[src/rtl/simon_pkg.sv]
// Shared types and constants for the Simon Says sequencer.
// Holds the FSM state encoding, memory geometry and the LFSR step function.
package simon_pkg;

    localparam int ADDR_W    = 4;
    localparam int NUM_W     = 2;
    localparam int MEM_DEPTH = 10;

    typedef enum logic [3:0] {
        IDLE,
        APPEND,
        PLAY_RD,
        PLAY_LAT,
        PLAY_SHOW,
        PLAY_GAP,
        INPUT,
        CHK_RD,
        CHK_CMP,
        WIN,
        LOSE
    } state_t;

    // Fibonacci LFSR with taps 8,6,5,4: shift left, feedback into bit 0.
    function automatic logic [7:0] lfsr_next(input logic [7:0] q);
        return {q[6:0], q[7] ^ q[5] ^ q[4] ^ q[3]};
    endfunction

endpackage

[src/rtl/simon_lfsr.sv]
// Free-running 8-bit LFSR.
// It steps on every clock and exposes only the two bits used as the next sequence value.
module simon_lfsr
    import simon_pkg::*;
#(
    parameter logic [7:0] SEED = 8'hA5
) (
    input  logic             clock,
    input  logic             reset,
    output logic [NUM_W-1:0] num
);

    logic [7:0] q;

    always_ff @(posedge clock) begin
        if (reset) begin
            q <= SEED;
        end else begin
            q <= lfsr_next(q);
        end
    end

    assign num = q[NUM_W-1:0];

endmodule

[src/rtl/simon_seq_ctrl.sv]
// Simon Says game sequencer.
// It appends random values, plays the sequence back, checks player presses, and is the sole master of the sequence memory.
module simon_seq_ctrl
    import simon_pkg::*;
#(
    parameter int         MAX_LEN     = 10,
    parameter int         SHOW_CYCLES = 2**24,
    parameter int         GAP_CYCLES  = 2**22,
    parameter logic [7:0] LFSR_SEED   = 8'hA5
) (
    input  logic              clock,
    input  logic              reset,
    input  logic              start,
    input  logic              btn_valid,
    input  logic [NUM_W-1:0]  btn_num,
    output logic [ADDR_W-1:0] mem_address,
    output logic              mem_rw,
    output logic [NUM_W-1:0]  mem_in_num,
    input  logic [NUM_W-1:0]  mem_out_num,
    output logic              show_valid,
    output logic [NUM_W-1:0]  show_num,
    output logic              await_input,
    output logic [ADDR_W-1:0] level,
    output logic              win,
    output logic              lose
);

    localparam int MAX_CYC = (SHOW_CYCLES > GAP_CYCLES) ? SHOW_CYCLES : GAP_CYCLES;
    localparam int TIMER_W = (MAX_CYC > 1) ? $clog2(MAX_CYC) : 1;
    localparam logic [TIMER_W-1:0] SHOW_LOAD = TIMER_W'(SHOW_CYCLES - 1);
    localparam logic [TIMER_W-1:0] GAP_LOAD  = TIMER_W'(GAP_CYCLES - 1);
    localparam logic [ADDR_W-1:0]  LEN_MAX   = ADDR_W'(MAX_LEN);

    state_t             state;
    logic [ADDR_W-1:0]  len;
    logic [ADDR_W-1:0]  idx;
    logic [ADDR_W-1:0]  last;
    logic [TIMER_W-1:0] timer;
    logic [NUM_W-1:0]   guess;
    logic [NUM_W-1:0]   rand_num;

    simon_lfsr #(.SEED(LFSR_SEED)) u_lfsr (
        .clock (clock),
        .reset (reset),
        .num   (rand_num)
    );

    assign last = len - 1'b1;

    // One timer is shared by the show and gap phases since they never overlap.
    always_ff @(posedge clock) begin
        if (reset) begin
            state    <= IDLE;
            len      <= '0;
            idx      <= '0;
            timer    <= '0;
            guess    <= '0;
            show_num <= '0;
        end else begin
            case (state)
                IDLE, WIN, LOSE: begin
                    if (start) begin
                        len   <= '0;
                        idx   <= '0;
                        state <= APPEND;
                    end
                end
                APPEND: begin
                    len   <= len + 1'b1;
                    idx   <= '0;
                    state <= PLAY_RD;
                end
                PLAY_RD: state <= PLAY_LAT;
                PLAY_LAT: begin
                    show_num <= mem_out_num;
                    timer    <= SHOW_LOAD;
                    state    <= PLAY_SHOW;
                end
                PLAY_SHOW: begin
                    if (timer == '0) begin
                        timer <= GAP_LOAD;
                        state <= PLAY_GAP;
                    end else begin
                        timer <= timer - 1'b1;
                    end
                end
                PLAY_GAP: begin
                    if (timer != '0) begin
                        timer <= timer - 1'b1;
                    end else if (idx == last) begin
                        idx   <= '0;
                        state <= INPUT;
                    end else begin
                        idx   <= idx + 1'b1;
                        state <= PLAY_RD;
                    end
                end
                INPUT: begin
                    if (btn_valid) begin
                        guess <= btn_num;
                        state <= CHK_RD;
                    end
                end
                CHK_RD: state <= CHK_CMP;
                CHK_CMP: begin
                    if (guess != mem_out_num) begin
                        state <= LOSE;
                    end else if (idx != last) begin
                        idx   <= idx + 1'b1;
                        state <= INPUT;
                    end else if (len == LEN_MAX) begin
                        state <= WIN;
                    end else begin
                        state <= APPEND;
                    end
                end
                default: state <= IDLE;
            endcase
        end
    end

    // Address is driven only where memory is accessed; parked at 0 elsewhere.
    always_comb begin
        mem_address = '0;
        case (state)
            APPEND:                                    mem_address = len;
            PLAY_RD, PLAY_LAT, INPUT, CHK_RD, CHK_CMP: mem_address = idx;
            default:                                   mem_address = '0;
        endcase
    end

    assign mem_rw      = (state == APPEND);
    assign mem_in_num  = (state == APPEND) ? rand_num : '0;
    assign show_valid  = (state == PLAY_SHOW);
    assign await_input = (state == INPUT);
    assign level       = len;
    assign win         = (state == WIN);
    assign lose        = (state == LOSE);

endmodule

[config.mk]
export PLATFORM = sky130hd
export DESIGN_NAME = simon_seq_ctrl
export DESIGN_NICKNAME = d
export VERILOG_FILES = /design/src/rtl/simon_pkg.sv /design/src/rtl/simon_lfsr.sv /design/src/rtl/simon_seq_ctrl.sv
export SDC_FILE = /design/constraint.sdc
export NUM_CORES = 1
export LEC_CHECK = 0
export BUFFER_PORTS_ARGS = -buffer_cell sky130_fd_sc_hd__buf_4
export CELL_PAD_IN_SITES_DETAIL_PLACEMENT = 0
export CELL_PAD_IN_SITES_GLOBAL_PLACEMENT = 1
export CORE_ASPECT_RATIO = 0.75
export CORE_MARGIN = 2
export CORE_UTILIZATION = 44
export CTS_CLUSTER_DIAMETER = 60
export CTS_CLUSTER_SIZE = 14
export DETAILED_ROUTE_END_ITERATION = 10
export GPL_ROUTABILITY_DRIVEN = 0
export HOLD_SLACK_MARGIN = 0.02
export MAX_ROUTING_LAYER = met4
export PLACE_DENSITY_LB_ADDON = 0.1
export SYNTH_ARGS = -nofsm -noshare
export SYNTH_HDL_FRONTEND = slang
export SYNTH_SLANG_ARGS = --single-unit
[constraint.sdc]
create_clock -name clock -period 3.2 [get_ports clock]
set_input_delay 0.32 -clock clock [delete_from_list [all_inputs] [get_ports clock]]
set_output_delay 0.32 -clock clock [all_outputs]
set_load 0.01 [all_outputs]
* Yosys cells after proc, flatten, opt, wreduce, memory -nomap -nowiden
Cells that the tools add are included.
** Operators by class
- Add/sub/neg operators :: 4
- Mux-type cells :: 21
- Bitwise logic cells :: 3
- Equality and inequality tests :: 21
- Reduce and logical (&&, ||, !) cells :: 13
** Operators with widths (number)
- 24-bit case mux with 3 select lines :: 1
- 24-bit two-way mux :: 2
- 4-bit two-way mux :: 12
- 4-bit case mux with 9 select lines :: 1
- 24-bit logical NOT :: 1
- 24-bit nonzero test :: 1
- 24-bit by 1-bit subtractor with 24-bit output, second input constant :: 1
- 4-bit by 3-bit equality test with 1-bit output, second input constant :: 4
- 4-bit equality test, second input constant :: 4
- 4-bit case mux with 2 select lines :: 2
- 4-bit case mux with 4 select lines :: 1
- 2-bit inequality test, second input constant :: 6
- 4-bit by 1-bit adder with 4-bit output, second input constant :: 2
- 4-bit by 2-bit equality test with 1-bit output, second input constant :: 2
- 2-bit AND reduction :: 3
- 5-bit AND reduction :: 1
- 5-bit OR reduction :: 1
- 4-bit by 1-bit equality test with 1-bit output, second input constant :: 1
- 4-bit equality test :: 1
- 4-bit logical NOT :: 1
- 4-bit inequality test :: 1
- 4-bit AND reduction :: 1
- 4-bit nonzero test :: 1
- 4-bit by 1-bit subtractor with 4-bit output, second input constant :: 1
- other kinds (8) :: 10
** Word-level totals
- Register bits after elaboration :: 48
- Bits of input ports :: 8
- Output and inout bits :: 17

* Logic depth before layout (Yosys ltp)
Gate-level depths: netlist (run 1).
- Word-level depth :: 5
- Mapped depth :: 10
- Gate-level depth less buffers :: 8

* Hierarchy
Synthesis (run 1) repeated with hierarchy kept, for this count alone.
** Second synthesis, totals
- Cell total of the unflattened synthesis :: 357
- Area, all modules :: 2865.2 µm²
** By module, submodules not included
- simon_seq_ctrl :: cells each 336, area an instance 2613.8 µm², times used 1, seq. area each 800.8 µm²
- simon_lfsr :: cells each 21, area an instance 251.5 µm², times used 1, seq. area each 160.2 µm²

* Worst setup path before layout (run 1)
OpenSTA, ideal clock, no wires.
- Path kind :: register to register
- Start :: reg len[0] (netlist: level[0])
- End :: reg state[2]
- Setup time :: 78 ps
- Arrival time :: 2436 ps
- Data required time :: 3122 ps
- Setup slack :: 686 ps
- Path buffers :: 2
- Stages on the path, launching flop included :: 10
- Path through :: dfxtp_1 clkbuf_1 inv_1 ha_1 xnor2_1 or4_1 clkbuf_1 o211a_1 o311a_1 nor3_1
** On the way
- Longest elaborated chain between the ends :: 5
** RTL lines
- from (decl) :: RTL line simon_seq_ctrl.sv:35 : logic [ADDR_W-1:0] len;
- from (signal assigned) :: RTL line simon_seq_ctrl.sv:69 : len <= len + 1'b1;
- 4-bit by 1-bit subtractor with 4-bit output * :: RTL line simon_seq_ctrl.sv:48 : assign last = len - 1'b1;
- 4-bit inequality test / 4-bit equality test (equally long branches) :: RTL line simon_seq_ctrl.sv:108, simon_seq_ctrl.sv:90
- 4-bit two-way mux / 3-bit two-way mux (equally long branches) :: RTL line simon_seq_ctrl.sv:108, simon_seq_ctrl.sv:90
- 4-bit two-way mux, on equally long branches :: RTL line simon_seq_ctrl.sv:106, simon_seq_ctrl.sv:88
- 4-bit case mux with 9 select lines * :: RTL line simon_seq_ctrl.sv:60 : case (state)
- to (signal assigned) :: RTL line simon_seq_ctrl.sv:107 : state <= LOSE;
- to (signal assigned) :: RTL line simon_seq_ctrl.sv:110 : state <= INPUT;
- to (signal assigned) :: RTL line simon_seq_ctrl.sv:112 : state <= WIN;
- to (decl) :: RTL line simon_seq_ctrl.sv:34 : state_t state;
Every way passes the cells marked *; elsewhere a longest branch is shown, timed or not. The select of a mux whose other input is x is not followed.
A chain may end at the register's enable or synchronous reset.

* Worst setup path after layout (run 1)
Ends and elaborated chain as after synthesis.

==> results.md, run 1 <==
- Top cells by area, synth: sky130_fd_sc_hd__dfxtp_1 34%, sky130_fd_sc_hd__a21oi_1 5.9%, sky130_fd_sc_hd__xnor2_1 4.7%, sky130_fd_sc_hd__nor3_1 3.9%, sky130_fd_sc_hd__nand2_1 3.9%
- Startpoint type of the worst setup path: register
- Pwr/cell area: 1040 nW/um2
- Largest area contributor in the netlist: sky130_fd_sc_hd__dfxtp_1
- Final Hold Slack: 0.265 ns
- Number of buffers inserted during clock tree synthesis: 5
- CTS H-Tree Depth: 2
- Setup crit end kind: register
- Total half-perimeter wirelength after legalization and detailed placement: between 4000 and 5000 um
- Hold-fix buffer count after cts: 0
- Post-layout power: 3.27 mW
- Number of endpoints with negative hold slack in the final report: 0
- Sequential Power Share: 31.7%
- Worst Clk Skew: 0.00746 ns
- Average via count per standard cell: 5.77
- Combinational Power Share: 53.7%
- TritonCTS clock tree: yes
- Post-layout net count: 373
- Total vias in the final route: roughly 2500
- Most frequently used flop master after synthesis: sky130_fd_sc_hd__dfxtp_1
- Number of cells traversed by the worst register-to-register path: 7
- EDFF count, synth: 0
- Unrepaired setup endpoints after global routing: no
- Worst min-delay path endpoint: show_num[1]
- Critical R2R Launch: level[0]
- Max rail drop VDD: 0.000449 V
- Global-route wire length before repair: 11600 um
- Yosys warning count: 0
- Leading cell types by count after synthesis: 48 x sky130_fd_sc_hd__dfxtp_1, 33 x sky130_fd_sc_hd__a21oi_1, 29 x sky130_fd_sc_hd__nand2_1
- Storage cell area: approximately 960 um2
- Final wirelength: 6780 um
- Number of distinct library cell variants in the gate-level netlist after synthesis: 56
- Routed wire length per instance: between 15 and 20 um
- Path category of the worst min-delay check: input pin to register
- Core occupancy in the finished layout: 50.6%
- Initial antenna violation count: 0
- Synthesized-area fraction occupied by adder cells: 2.69%
- Syn nets: 357
- Number of buffer cells added on primary ports: 24
- Post-Synth XOR/XNOR Area: 8.47%
- Slew Viols, Final: 0
- Most instantiated library cell after synthesis: sky130_fd_sc_hd__dfxtp_1
- Clk root buf: sky130_fd_sc_hd__clkbuf_8
- Flip-flop and latch count after synthesis: 48
- Reg clk slew, reported paths: 0.09 ns
- Combined area of the multi-input logic cells: 1730 um2
- Number of stages on the worst hold path: 3
- Horiz. Die Dim: ~96 um
- Internal power summed over all cells: 1.75 mW
- Starting DRT DRC Count: 196
- Number of antenna-violating nets in the routed design: 0
- Later-pin clock latency in the skew report: 0.31 ns
- Final cycle utilization of the critical path: 82.3%
- Startpoint of the lowest-slack hold path: mem_out_num[1]
- Vias in the first global route: 2345
- Buffers from clock root to sink, at most: 2
- Worst reg2reg setup slack: 0.57 ns
- Sequential area share after synthesis: ~34%
- Top achievable clock speed: 380 MHz
- Rel. slew slack: a little under half
- Worst slew pin tran: 0.779 ns
- Leak Pwr: 1.12 nW
- Switching part of the total power: 46.6%
- Post-CTS setup buffer count: 0
- Final critical-path setup slack: 0.566 ns
- Die ar.: 7000 um2
- Number of diodes added for antenna fixing: 0
- Syn Inst Count: 343
- Filler cell count in the final layout: 636
- Sw power: ~1.5 mW
- Shortest period the worst path allows: approximately 2.6 ns
- End of the worst register-to-register path: state[2]
- Main combinational cell family by area after synthesis: simple AND/OR/NAND/NOR gates
- Remaining DRCs: 0
- Avg Inst Size Synth: 8.14 um2
- Pre-CTS worst setup slack: 0.603 ns
- Multiplexer share of the synthesized area: 0.762%
- Chip height: 73.0 um
- Initial Utilization: about 45%
- Post-synthesis async set-or-reset flop share: 0%
- Number of maximum-capacitance violations: 0
- First drt pass iteration count: 5
- Critical Path RT: about 3.4 ns
- Total negative setup slack: 0 ns
- Post-cts repair resize count: 0
- Share of final-layout standard cells stronger than drive strength 1: about 15%
- Simple logic cell fraction of the synthesized area: 28.6%
- Finish-stage setup viols: 0
- Clock Sink Count: 48
- Kind of critical path: register to register
- Critical Path Fanout Max: 8
- Top-area cell type share of the netlist area: 34.4%
- Area fraction in compound gates after synthesis: between 20% and 30%
- CP arrival: ~2.9 ns
- Io pins: 25
- Std-Cell Core Area: around 6200 um2
- Sum of overflow across all layers after global routing: 0
- Synth-to-layout area growth: 12.7%
- Clock Power Share: about 14%
- Area of the mapped netlist: 2790 um2
- Status: completed
- Largest net degree at the start of global routing: 47
- Standard-cell rows: 25
- Global-route usage over all layers: 22.0%
## per-layer routing
metal	global-route usage (%)	part of all wire, %	vias to the layer above
met5	-	0	-
met4	6.03	1.0	0
met3	4.13	5.3	7
met2	29.4	41	61
met1	33.4	53	1195
li1	-	-	1282
## area by class of cell
type                    count  share of cell area, %
multi-input cells         268                   54.9
flip-flops and latches     48                   30.5
repair buffers             27                   6.44
well taps                  81                   3.22
clock buffers               6                   2.62
clock inverters             2                   1.23
inverters                   9                   1.07
## kinds of logic after synthesis
| group | count (synthesis) |
|---|---|
| and+or+nand+nor | 145 |
| AOI/OAI and AO/OA | 88 |
| buffers and inverters | 27 |
| DFF | 48 |
| xor gates and xnor gates | 27 |
| muxes | 2 |
| adders and majority gates | 6 |
## sequential cells by signal, indices dropped and copies added (netlist names)
signal,count
timer,24
idx,4
state,4
u_lfsr.q,8
show_num,2
guess,2
level,4
## critical path, cell delays in order (launching register included)
cell and delay [ns]:
sky130_fd_sc_hd__dfxtp_1 0.51, sky130_fd_sc_hd__inv_1 0.11, sky130_fd_sc_hd__ha_1 0.34, sky130_fd_sc_hd__xnor2_1 0.14
sky130_fd_sc_hd__or4_1 0.71, sky130_fd_sc_hd__o211a_1 0.28, sky130_fd_sc_hd__o311a_1 0.32, sky130_fd_sc_hd__nor3_1 0.15
## worst max path at each step
stage	start	end	slack, ns	depth (start not counted)
5_1_grt	state[1]	timer[20]	0.34	6
3_5_place_dp	level[0]	state[2]	0.60	7
3_3_place_gp	level[0]	state[2]	0.59	7
6_report	level[0]	state[2]	0.57	7
2_1_floorplan	level[0]	state[2]	0.69	9
4_1_cts	level[0]	state[2]	0.59	7
## metrics by stage
step / instances / cell area (um2)
global placement: 433 / 3030
floorplan: 343 / 2790
CTS: 441 / 3150
detailed placement: 433 / 3030
finish: 441 / 3150
global route: 441 / 3150
## power by group through the flow
stage                     registers, mW  logic, mW  clock network, mW
after floorplan                   0.951       1.38                  0
final                              1.04       1.76              0.475
after global routing               1.08       1.96              0.512
after CTS                          1.03       1.74              0.487
after detailed placement           1.05       1.73                  0
after global placement             1.04       1.73                  0
## placed cells by master (no fill, tap or decap), types with 7 or more instances in the layout
cell type / instances
sky130_fd_sc_hd__o21ai_0: 13
sky130_fd_sc_hd__nand3_1: 11
sky130_fd_sc_hd__nand4_1: 7
sky130_fd_sc_hd__buf_4: 27
sky130_fd_sc_hd__a21oi_1: 33
sky130_fd_sc_hd__xor2_1: 12
sky130_fd_sc_hd__nor2_1: 22
sky130_fd_sc_hd__nor2b_1: 8
sky130_fd_sc_hd__nor3_1: 22
sky130_fd_sc_hd__nand2_1: 29
sky130_fd_sc_hd__inv_1: 9
sky130_fd_sc_hd__nand2b_1: 9
sky130_fd_sc_hd__xnor2_1: 15
sky130_fd_sc_hd__dfxtp_1: 48
Power figures use the tool's default switching activity.
==> run 2: changes to the inputs <==
- ABC_AREA: not set -> 1
- CORE_UTILIZATION: 44 -> 38
- clock period: 3.2 -> 2.22 ns (I/O delays scaled with it)
==> run 2 against run 1 <==
Compared with the run above: sequential power is 29% higher; die area is 27% higher; design area grew 14%; non-clock buffer count grew 5; sequential share of layout area decreased by 3.7 points; synthesized cell count grew 45%; cell count rose by 43%; worst setup slack got worse by 0.35 ns; highest routed layer unchanged.
==> results.md, run 2 <==
- Status: completed
- Critical Path RT: ~2 ns
- Kind of critical path: register to output port
- Clock Sink Count: 48
- Largest net degree at the start of global routing: 33
- TritonCTS clock tree: yes
- Register bank with the most flops: timer
- Number of maximum-capacitance violations: 0
- Path category of the worst min-delay check: input pin to register
- Share of final-layout standard cells stronger than drive strength 1: 16.2%
- Top achievable clock speed: between 400 and 500 MHz
- Combinational Power Share: 65.3%
- First drt pass iteration count: 5
- Core occupancy in the finished layout: 45.5%
- Unrepaired setup endpoints after global routing: no
- Top cells by area, synth: sky130_fd_sc_hd__dfxtp_1 31%, sky130_fd_sc_hd__nand2_1 16%, sky130_fd_sc_hd__nor2_1 8.3%, sky130_fd_sc_hd__inv_1 7.2%, sky130_fd_sc_hd__nand3_1 7.0%
- Max rail drop VDD: approximately 0.00066 V
- CP arrival: 1.78 ns
- Sequential Power Share: a little over a fifth
- Average via count per standard cell: ~4.8
- Std-Cell Core Area: 7880 um2
- Reg clk slew, reported paths: 0.09 ns
- Later-pin clock latency in the skew report: 0.31 ns
- Cell total after placement: 623
- Chip height: 82.1 um
- Pwr/cell area: 1790 nW/um2
- Die ar.: 8880 um2
- Global-route usage over all layers: roughly 21%
- Startpoint type of the worst setup path: register
- Leading cell types in the layout, fill and taps excluded: 135 x sky130_fd_sc_hd__nand2_1, 67 x sky130_fd_sc_hd__nor2_1, 59 x sky130_fd_sc_hd__inv_1
- CTS H-Tree Depth: 2
- Final wirelength: 8290 um
- Sw power: 3.28 mW
- Standard-cell rows: 28
- Post-layout power: 6.42 mW
- Post-layout net count: around 540
- Shortest period the worst path allows: 2.00 ns
- Leading cell types by count after synthesis: 135 x sky130_fd_sc_hd__nand2_1, 68 x sky130_fd_sc_hd__nor2_1, 59 x sky130_fd_sc_hd__inv_1
- Flip-flop and latch count after synthesis: 48
- Number of diodes added for antenna fixing: 0
- Worst Clk Skew: 0.00498 ns
- Largest register FFs: 24
- Rel. slew slack: 56.2%
- Hold-fix buffer count after cts: 0
- Biggest regs: timer: 24 flops, u_lfsr.q: 8 flops
- Total half-perimeter wirelength after legalization and detailed placement: 6170 um
- Yosys warning count: 0
- Area of the mapped netlist: 3090 um2
- Final cycle utilization of the critical path: approximately 90%
- Vias in the first global route: between 2000 and 3000
- Number of antenna-violating nets in the routed design: 0
- Post-synthesis async set-or-reset flop share: 0%
- Syn nets: about 510
- Most frequently used flop master after synthesis: sky130_fd_sc_hd__dfxtp_1
- EDFF count, synth: 0
- Horiz. Die Dim: 108 um
- Total vias in the final route: around 3000
- Slew Viols, Final: 0
- Number of endpoints with negative hold slack in the final report: 0
- Top-area cell type share of the netlist area: 31.1%
- Number of buffer cells added on primary ports: 24
- Number of non-filler instances in the completed layout: 631
- Remaining DRCs: 0
- Sequential area share after synthesis: a little under a third
- Routed wire length per instance: about 13 um
- Synth-to-layout area growth: 16.1%
- Sum of overflow across all layers after global routing: 0
- Clock Power Share: 13.8%
- Number of distinct library cell variants in the gate-level netlist after synthesis: 34
- Io pins: 25
- Syn Inst Count: between 400 and 500
- Finish-stage setup viols: 0
- Switching part of the total power: 51.1%
- Number of buffers inserted during clock tree synthesis: 5
- Final Hold Slack: 0.154 ns
- Leak Pwr: 1.77 nW
- Clk root buf: sky130_fd_sc_hd__clkbuf_8
- Internal power summed over all cells: 3.13 mW
- Setup crit end kind: output port
- Global-route wire length before repair: 13800 um
- Total negative setup slack: 0 ns
- Leading cell type in the layout, fill and taps excluded: sky130_fd_sc_hd__nand2_1
- Avg Inst Size Synth: 6.22 um2
- Critical Path Fanout Max: 10
- Largest area contributor in the netlist: sky130_fd_sc_hd__dfxtp_1
- Initial Utilization: 39.2%
- Initial antenna violation count: 0
- Buffers from clock root to sink, at most: 2
- Starting DRT DRC Count: 149
- Worst slew pin tran: 0.657 ns
- Most instantiated library cell after synthesis: sky130_fd_sc_hd__nand2_1
-- run 2: cell count changes in the layout (fill, tap and decap cells not counted), moves of 13 or more --
cell | previous run | this run
sky130_fd_sc_hd__nor3_1 | 22 | 4
sky130_fd_sc_hd__nand3_1 | 11 | 42
sky130_fd_sc_hd__nor2_1 | 22 | 67
sky130_fd_sc_hd__nand2_1 | 29 | 135
sky130_fd_sc_hd__nor2_2 | 0 | 13
sky130_fd_sc_hd__inv_1 | 9 | 59
-- run 2: kinds of logic after synthesis --
family,share of synthesized area (%)
xor+xnor,2.55
simple gates,41.5
buf+inv,10.3
compound gates,12.1
flops,31.1
fa+ha+maj,2.43
-- run 2: worst paths after layout --
path	startpoint	end	slack, ns	depth (start not counted)
worst min register to register	u_lfsr.q[2]	u_lfsr.q[3]	0.42	2
worst max-delay path	state[1]	mem_address[0]	0.22	6
worst max register to register	level[0]	idx[0]	0.23	10
worst min-delay path	mem_out_num[1]	show_num[1]	0.15	3
-- run 2: critical path, stage by stage (launching register included) --
cell and delay [ns]:
sky130_fd_sc_hd__dfxtp_1 0.41, sky130_fd_sc_hd__inv_2 0.11, sky130_fd_sc_hd__nand2_1 0.14, sky130_fd_sc_hd__nor2_2 0.40, sky130_fd_sc_hd__a21oi_2 0.12, sky130_fd_sc_hd__o22ai_1 0.14, sky130_fd_sc_hd__buf_4 0.14
-- run 2: area by class of cell --
class / instances / area, um2
clock buffers: 5 / 68.8
clock inverters: 3 / 90.1
fillers: 827 / 4290
inverters: 68 / 255
multi-input cells: 370 / 1830
flip-flops and latches: 48 / 963
well taps: 105 / 131
repair buffers: 32 / 253
-- run 2: layer usage --
metal | up-vias | global-route usage, % | routed length [um]
li1 | 1622 | - | -
met1 | 1355 | 31.4 | 4760
met2 | 55 | 28.6 | 3130
met3 | 8 | 2.83 | 331
met4 | 0 | 4.62 | 73
met5 | - | - | 0
-- run 2: metrics by stage --
step / worst slack, ns / area, um2
after detailed placement: 0.112 / 3410
after floorplan: 0.321 / 3090
after global routing: 0.0139 / 3590
final: 0.218 / 3590
after global placement: 0.213 / 3410
after CTS: 0.0853 / 3570
-- run 2: power by group through the flow --
stage | logic, mW | clock network [mW] | registers, mW
2_1_floorplan | 3.12 | 0 | 1.28
3_3_place_gp | 4.13 | 0 | 1.34
3_5_place_dp | 4.14 | 0 | 1.34
4_1_cts | 4.17 | 0.910 | 1.33
5_1_grt | 4.80 | 0.943 | 1.37
6_report | 4.19 | 0.888 | 1.34
-- run 2: timing repair --
action / CTS / global route
resized for setup: 0 / 6
setup endpoints to repair: 0 / 10
buffers inserted: 0 / 0
